### src/rtl/csr_bank_pkg.sv
// Shared constants for the per-channel CSR bank: register offsets, channel stride
// and the response FSM state type.
package csr_bank_pkg;

   localparam logic [3:0] OFF_CTRL     = 4'h0;
   localparam logic [3:0] OFF_STATUS   = 4'h4;
   localparam logic [3:0] OFF_IRQ_STAT = 4'h8;
   localparam logic [3:0] OFF_IRQ_EN   = 4'hC;

   localparam int unsigned CH_STRIDE = 32'h10;

   typedef enum logic {
      StIdle,
      StResp
   } state_e;

endpackage

### src/rtl/csr_bank_ch.sv
// One channel's register set: CTRL, sticky IRQ_STAT with write-1-to-clear, IRQ_EN
// and the interrupt reduction.
module csr_bank_ch
   import csr_bank_pkg::*;
#(
   parameter int unsigned           DATA_WIDTH = 32,
   parameter logic [DATA_WIDTH-1:0] CTRL_RST   = '0
) (
   input  logic                  clk,
   input  logic                  rstn,
   input  logic                  ctrl_we,
   input  logic                  en_we,
   input  logic [DATA_WIDTH-1:0] wdata,
   input  logic [DATA_WIDTH-1:0] clr,
   input  logic [DATA_WIDTH-1:0] events,
   output logic [DATA_WIDTH-1:0] ctrl,
   output logic [DATA_WIDTH-1:0] irq_stat,
   output logic [DATA_WIDTH-1:0] irq_en,
   output logic                  irq
);

   logic [DATA_WIDTH-1:0] ctrl_q;
   logic [DATA_WIDTH-1:0] stat_q;
   logic [DATA_WIDTH-1:0] en_q;

   always_ff @(posedge clk or negedge rstn) begin
      if (!rstn) begin
         ctrl_q <= CTRL_RST;
         stat_q <= '0;
         en_q   <= '0;
      end else begin
         if (ctrl_we) ctrl_q <= wdata;
         if (en_we)   en_q   <= wdata;
         // Event ORed in after the clear so a same-cycle pulse is never lost.
         stat_q <= (stat_q & ~clr) | events;
      end
   end

   assign ctrl     = ctrl_q;
   assign irq_stat = stat_q;
   assign irq_en   = en_q;
   assign irq      = |(stat_q & en_q);

endmodule

### src/rtl/csr_bank.sv
// Multi-channel CSR bank behind a valid/ready request/response port with one-cycle
// read latency and back-to-back throughput.
module csr_bank
   import csr_bank_pkg::*;
#(
   parameter int unsigned           DATA_WIDTH = 32,
   parameter int unsigned           ADDR_WIDTH = 16,
   parameter int unsigned           NUM_CH     = 4,
   parameter logic [DATA_WIDTH-1:0] CTRL_RST   = '0
) (
   input  logic                         clk,
   input  logic                         rstn,
   input  logic                         req_valid,
   output logic                         req_ready,
   input  logic                         req_wen,
   input  logic [ADDR_WIDTH-1:0]        req_addr,
   input  logic [DATA_WIDTH-1:0]        req_wdata,
   output logic                         rsp_valid,
   input  logic                         rsp_ready,
   output logic [DATA_WIDTH-1:0]        rsp_rdata,
   output logic                         rsp_err,
   output logic [NUM_CH*DATA_WIDTH-1:0] ctrl_o,
   input  logic [NUM_CH*DATA_WIDTH-1:0] status_i,
   input  logic [NUM_CH*DATA_WIDTH-1:0] event_i,
   output logic [NUM_CH-1:0]            irq_o
);

   state_e                state_q;
   logic [3:0]            off;
   logic [31:0]           ch;
   logic                  ch_ok;
   logic                  err;
   logic                  accept;
   logic                  wr_ok;
   logic [DATA_WIDTH-1:0] rd_data;
   logic [DATA_WIDTH-1:0] rsp_load;

   logic [DATA_WIDTH-1:0] ctrl_a [NUM_CH];
   logic [DATA_WIDTH-1:0] stat_a [NUM_CH];
   logic [DATA_WIDTH-1:0] en_a   [NUM_CH];

   assign off    = req_addr[3:0];
   assign ch     = 32'(req_addr[ADDR_WIDTH-1:4]);
   assign ch_ok  = ch < NUM_CH;
   assign err    = !ch_ok || (req_addr[1:0] != 2'b00) || (req_wen && off == OFF_STATUS);
   assign accept = req_valid && req_ready;
   assign wr_ok  = accept && req_wen && !err;

   assign req_ready = (state_q == StIdle) || rsp_ready;

   for (genvar n = 0; n < NUM_CH; n++) begin : g_ch
      logic hit;
      assign hit = (ch == 32'(n));

      csr_bank_ch #(
         .DATA_WIDTH (DATA_WIDTH),
         .CTRL_RST   (CTRL_RST)
      ) u_ch (
         .clk      (clk),
         .rstn     (rstn),
         .ctrl_we  (wr_ok && hit && off == OFF_CTRL),
         .en_we    (wr_ok && hit && off == OFF_IRQ_EN),
         .wdata    (req_wdata),
         .clr      ((wr_ok && hit && off == OFF_IRQ_STAT) ? req_wdata : '0),
         .events   (event_i[n*DATA_WIDTH +: DATA_WIDTH]),
         .ctrl     (ctrl_a[n]),
         .irq_stat (stat_a[n]),
         .irq_en   (en_a[n]),
         .irq      (irq_o[n])
      );

      assign ctrl_o[n*DATA_WIDTH +: DATA_WIDTH] = ctrl_a[n];
   end

   always_comb begin
      rd_data = '0;
      for (int unsigned n = 0; n < NUM_CH; n++) begin
         if (ch == n) begin
            case (off)
               OFF_CTRL:     rd_data = ctrl_a[n];
               OFF_STATUS:   rd_data = status_i[n*DATA_WIDTH +: DATA_WIDTH];
               OFF_IRQ_STAT: rd_data = stat_a[n];
               OFF_IRQ_EN:   rd_data = en_a[n];
               default:      rd_data = '0;
            endcase
         end
      end
   end

   // Sampled from pre-write register values; writes and errors return zero.
   assign rsp_load = (req_wen || err) ? '0 : rd_data;

   always_ff @(posedge clk or negedge rstn) begin
      if (!rstn) begin
         state_q   <= StIdle;
         rsp_valid <= 1'b0;
         rsp_rdata <= '0;
         rsp_err   <= 1'b0;
      end else begin
         case (state_q)
            StIdle: begin
               if (accept) begin
                  state_q   <= StResp;
                  rsp_valid <= 1'b1;
                  rsp_rdata <= rsp_load;
                  rsp_err   <= err;
               end
            end
            StResp: begin
               if (accept) begin
                  rsp_rdata <= rsp_load;
                  rsp_err   <= err;
               end else if (rsp_ready) begin
                  state_q   <= StIdle;
                  rsp_valid <= 1'b0;
               end
            end
            default: begin
               state_q   <= StIdle;
               rsp_valid <= 1'b0;
            end
         endcase
      end
   end

endmodule

### config.mk
export PLATFORM = sky130hd
export DESIGN_NAME = csr_bank
export DESIGN_NICKNAME = d
export VERILOG_FILES = /design/src/rtl/csr_bank_pkg.sv /design/src/rtl/csr_bank_ch.sv /design/src/rtl/csr_bank.sv
export SDC_FILE = /design/constraint.sdc
export NUM_CORES = 1
export LEC_CHECK = 0
export ABC_CLOCK_PERIOD_IN_PS = 6200
export CAP_MARGIN = 10
export CORE_MARGIN = 3
export CORE_UTILIZATION = 41
export CTS_CLUSTER_SIZE = 20
export DETAILED_ROUTE_END_ITERATION = 12
export PLACE_DENSITY_LB_ADDON = 0.1
export SLEW_MARGIN = 20
export SYNTH_ARGS = -nofsm -noshare
export SYNTH_HDL_FRONTEND = slang
export SYNTH_SLANG_ARGS = --single-unit
### constraint.sdc
create_clock -name clk -period 6.2 [get_ports clk]
set_input_delay 1.24 -clock clk [delete_from_list [all_inputs] [get_ports clk]]
set_output_delay 1.24 -clock clk [all_outputs]
set_load 0.02 [all_outputs]
==> flow_summary_export.csv <==
group,metric,value,unit
clock_network,h-tree-depth,2,
logic_synthesis,syn_inst,1705,
status,status,"finished, final reports clean",
clock_network,postCtsResizedCells,0,
clock_network,cts.sinks,419,
worst_setup_path,worstRegToRegCells,5,
timing,relSlewSlack,0.271,
worst_setup_path,critPathMaxFanout,3,
logic_synthesis,syn_area_per_cell,12.4,um2
worst_setup_path,critPathArrivalTime,3.13,ns
finish,final_cell_mix,"472 x clkdlybuf4s50_1, 419 x dfrtp_1, 204 x mux2_2",
worst_setup_path,reg2reg_to,"g_ch[2].u_ch.ctrl[18]",
timing,rsz0062_at_grt,"false",
placement,gp_congestion,0.916,
clock_network,hold_buffers,0,
logic_synthesis,synth_edf_count,0,
worst_setup_path,startpoint,"g_ch[0].u_ch.irq_en[12]",
global_routing,grt_usage,0.312,
clock_network,cts-root-buf,"clkbuf_16",
floorplanning,rows,82,
placement,place_ws,1.70,ns
global_routing,antenna_found_initial,2,
timing,fin_ws,1.83,ns
worst_setup_path,crit_end,"irq_o[0]",
timing,min_period_over_period,0.706,
timing,fmax,229,MHz
pwr,p_per_area,231,nW/um2
worst_setup_path,worstPathRequired,4.96,ns
routing,wl_per_cell,30.9,um
finish,area_growth,32.0,%
placement,dp_hpwl,63000,um
finish,layout_commonest_cell,"clkdlybuf4s50_1",
logic_synthesis,synth_top_area_share,0.494,
clock_network,cts_max_path_buffers,3,
pwr,power.total,6.47,mW
floorplanning,start_util,0.419,
logic_synthesis,syn_nets,2014,
timing,period_minus_slack,4.37,ns
timing,worst_pin_slew,1.09,ns
timing,hold_violations,0,
logic_synthesis,ys_seq_area_frac,0.494,
routing,drt_iter0_markers,2041,
routing,drc_errors,0,
clock_network,cts_setup_buffers,0,
logic_synthesis,synth.area.top_cells,"dfrtp_1 49%, mux2_2 11%, mux2_4 8.1%",
global_routing,grt_pass1_vias,17000,
logic_synthesis,yosys.area.top_type,"dfrtp_1",
global_routing,grt_pass1_wl,122000,um
routing,via_per_inst,6.06,
floorplanning,core_area,50600,um2
logic_synthesis,ys_ff_latch,419,
logic_synthesis,synth-main-ff-cell,"dfrtp_1",
timing,skew,0.0253,ns
hold_path,min_from,"state_q",
logic_synthesis,synth_cell_type_count,43,
routing,drt_wl_total,86900,um
logic_synthesis,yosysWarningCount,0,
floorplanning,io_pins,476,
pwr,p_leak,11.9,nW
placement,dp.cells,2720,
placement,portBuffers,475,
finish,nFillCells,4275,
clock_network,cts_made_buffers,49,
routing,drt_first_pass_iters,7,
worst_setup_path,rr_startpoint,"state_q",
logic_synthesis,netlist_area,21200,um2
global_routing,overflow,0,
floorplanning,fp.dieH,233,um
finish,drive_gt1_frac,0.230,
worst_setup_path,setup.worst_path.class,"flip-flop to output port",
global_routing,grt_max_degree,140,
finish,nNetsFinal,2408,
flow_run,drv_cap,0,
logic_synthesis,async_flop_share,1.00,
worst_setup_path,rrSetupSlack,3.69,ns
worst_setup_path,cp-end-kind,"output port",
finish,finalNonFillerCells,2813,
finish,fin_area,28000,um2
clock_network,cts_tree,"yes",
routing,postRouteAntennaNets,0,
floorplanning,die_w,233,um
clock_network,clk_pin_slew,0.06,ns
timing,slew_viol_final,0,
clock_network,clock_latency,0.60,ns
floorplanning,die_area,54500,um2
placement,placed_cell_area,26300,um2
routing,num_vias,17000,
timing,setup_viol,0,
pwr,ir_drop,0.165,mV
hold_path,worstHoldPathType,"flip-flop to flip-flop",
worst_setup_path,worst_setup_path_start_kind,"flip-flop",
timing,fin_tns_setup,0,ns
==> per-stage QoR <==
stage / hold slack, ns / util
2_1_floorplan: 0.418 / -
3_3_place_gp: 0.430 / 0.520
3_5_place_dp: 0.442 / 0.520
4_1_cts: 0.449 / 0.553
5_1_grt: 0.475 / 0.553
6_report: 0.451 / 0.553
==> per-layer routing <==
layer / up-vias / global-route usage / share of wire
met5: - / 0 / 0
met2: 856 / 0.509 / 0.48
li1: 7229 / - / -
met3: 128 / 0.0487 / 0.077
met4: 0 / 0.0954 / 0.030
met1: 8834 / 0.431 / 0.41
==> synth_stat cells, types with 4 or more instances <==
| cell type | instances |
|---|---|
| a211o_1 | 29 |
| buf_12 | 9 |
| nor4_1 | 6 |
| a221oi_1 | 40 |
| nand2b_1 | 8 |
| nand2_1 | 139 |
| mux2i_1 | 29 |
| a21oi_1 | 92 |
| buf_4 | 4 |
| buf_1 | 20 |
| nand4_1 | 10 |
| a22o_1 | 40 |
| mux2_2 | 204 |
| mux2_4 | 114 |
| nand3_1 | 9 |
| a21o_1 | 128 |
| o31ai_1 | 31 |
| or4_1 | 5 |
| mux4_2 | 34 |
| dfrtp_1 | 419 |
| buf_6 | 6 |
| a22oi_1 | 138 |
| buf_2 | 14 |
| clkbuf_1 | 107 |
| nor2_1 | 39 |
==> area by class of cell <==
type | instances | area, um2 | area share
Antenna cell | 2 | 5.00 | 0.000179
Clock inverter | 26 | 293 | 0.0105
Timing Repair Buffer | 504 | 5000 | 0.179
Clock buffer | 65 | 1410 | 0.0503
Tap cell | 672 | 841 | 0.0300
Sequential cell | 419 | 10500 | 0.375
Inverter | 1 | 3.75 | 0.000134
Multi-Input combinational cell | 1124 | 9950 | 0.355
==> critical path: stages, from the launching register on <==
cell and delay (ns):
dfrtp_1 0.39, a22o_1 0.25, a221oi_1 0.49, nand3_1 0.18
or4_1 0.62, clkdlybuf4s50_1 0.62
==> registers in the layout (all words and copies together) (netlist names) <==
name and count:
g_ch.u_ch.irq_stat 128, state_q 1, rsp_valid 1, g_ch.u_ch.irq_en 128, g_ch.u_ch.ctrl 128, rsp_rdata 32
rsp_err 1
==> power by group <==
part           switching (mW)  internal (mW)  leakage, nW
clock                    1.22           1.85        0.855
sequential            0.00153           2.74         5.18
combinational           0.365          0.295         5.86
total                    1.59           4.88         11.9
==> cells by family after synthesis <==
kind of cell,Yosys count,synth area share
buffers and inverters,162,0.0398
AND/OR/NAND/NOR,235,0.0509
multiplexers,384,0.240
flip-flops,419,0.494
AO/OA/AOI/OAI,505,0.174
==> worst min path at each step <==
| stage | end | slack (ns) | depth (start not counted) |
|---|---|---|---|
| global placement | rsp_valid | 0.43 | 1 |
| floorplan | rsp_valid | 0.42 | 1 |
| finish | rsp_valid | 0.45 | 1 |
| global route | rsp_valid | 0.47 | 1 |
| CTS | rsp_valid | 0.45 | 1 |
| detailed placement | rsp_valid | 0.44 | 1 |
Power figures use the tool's default switching activity.
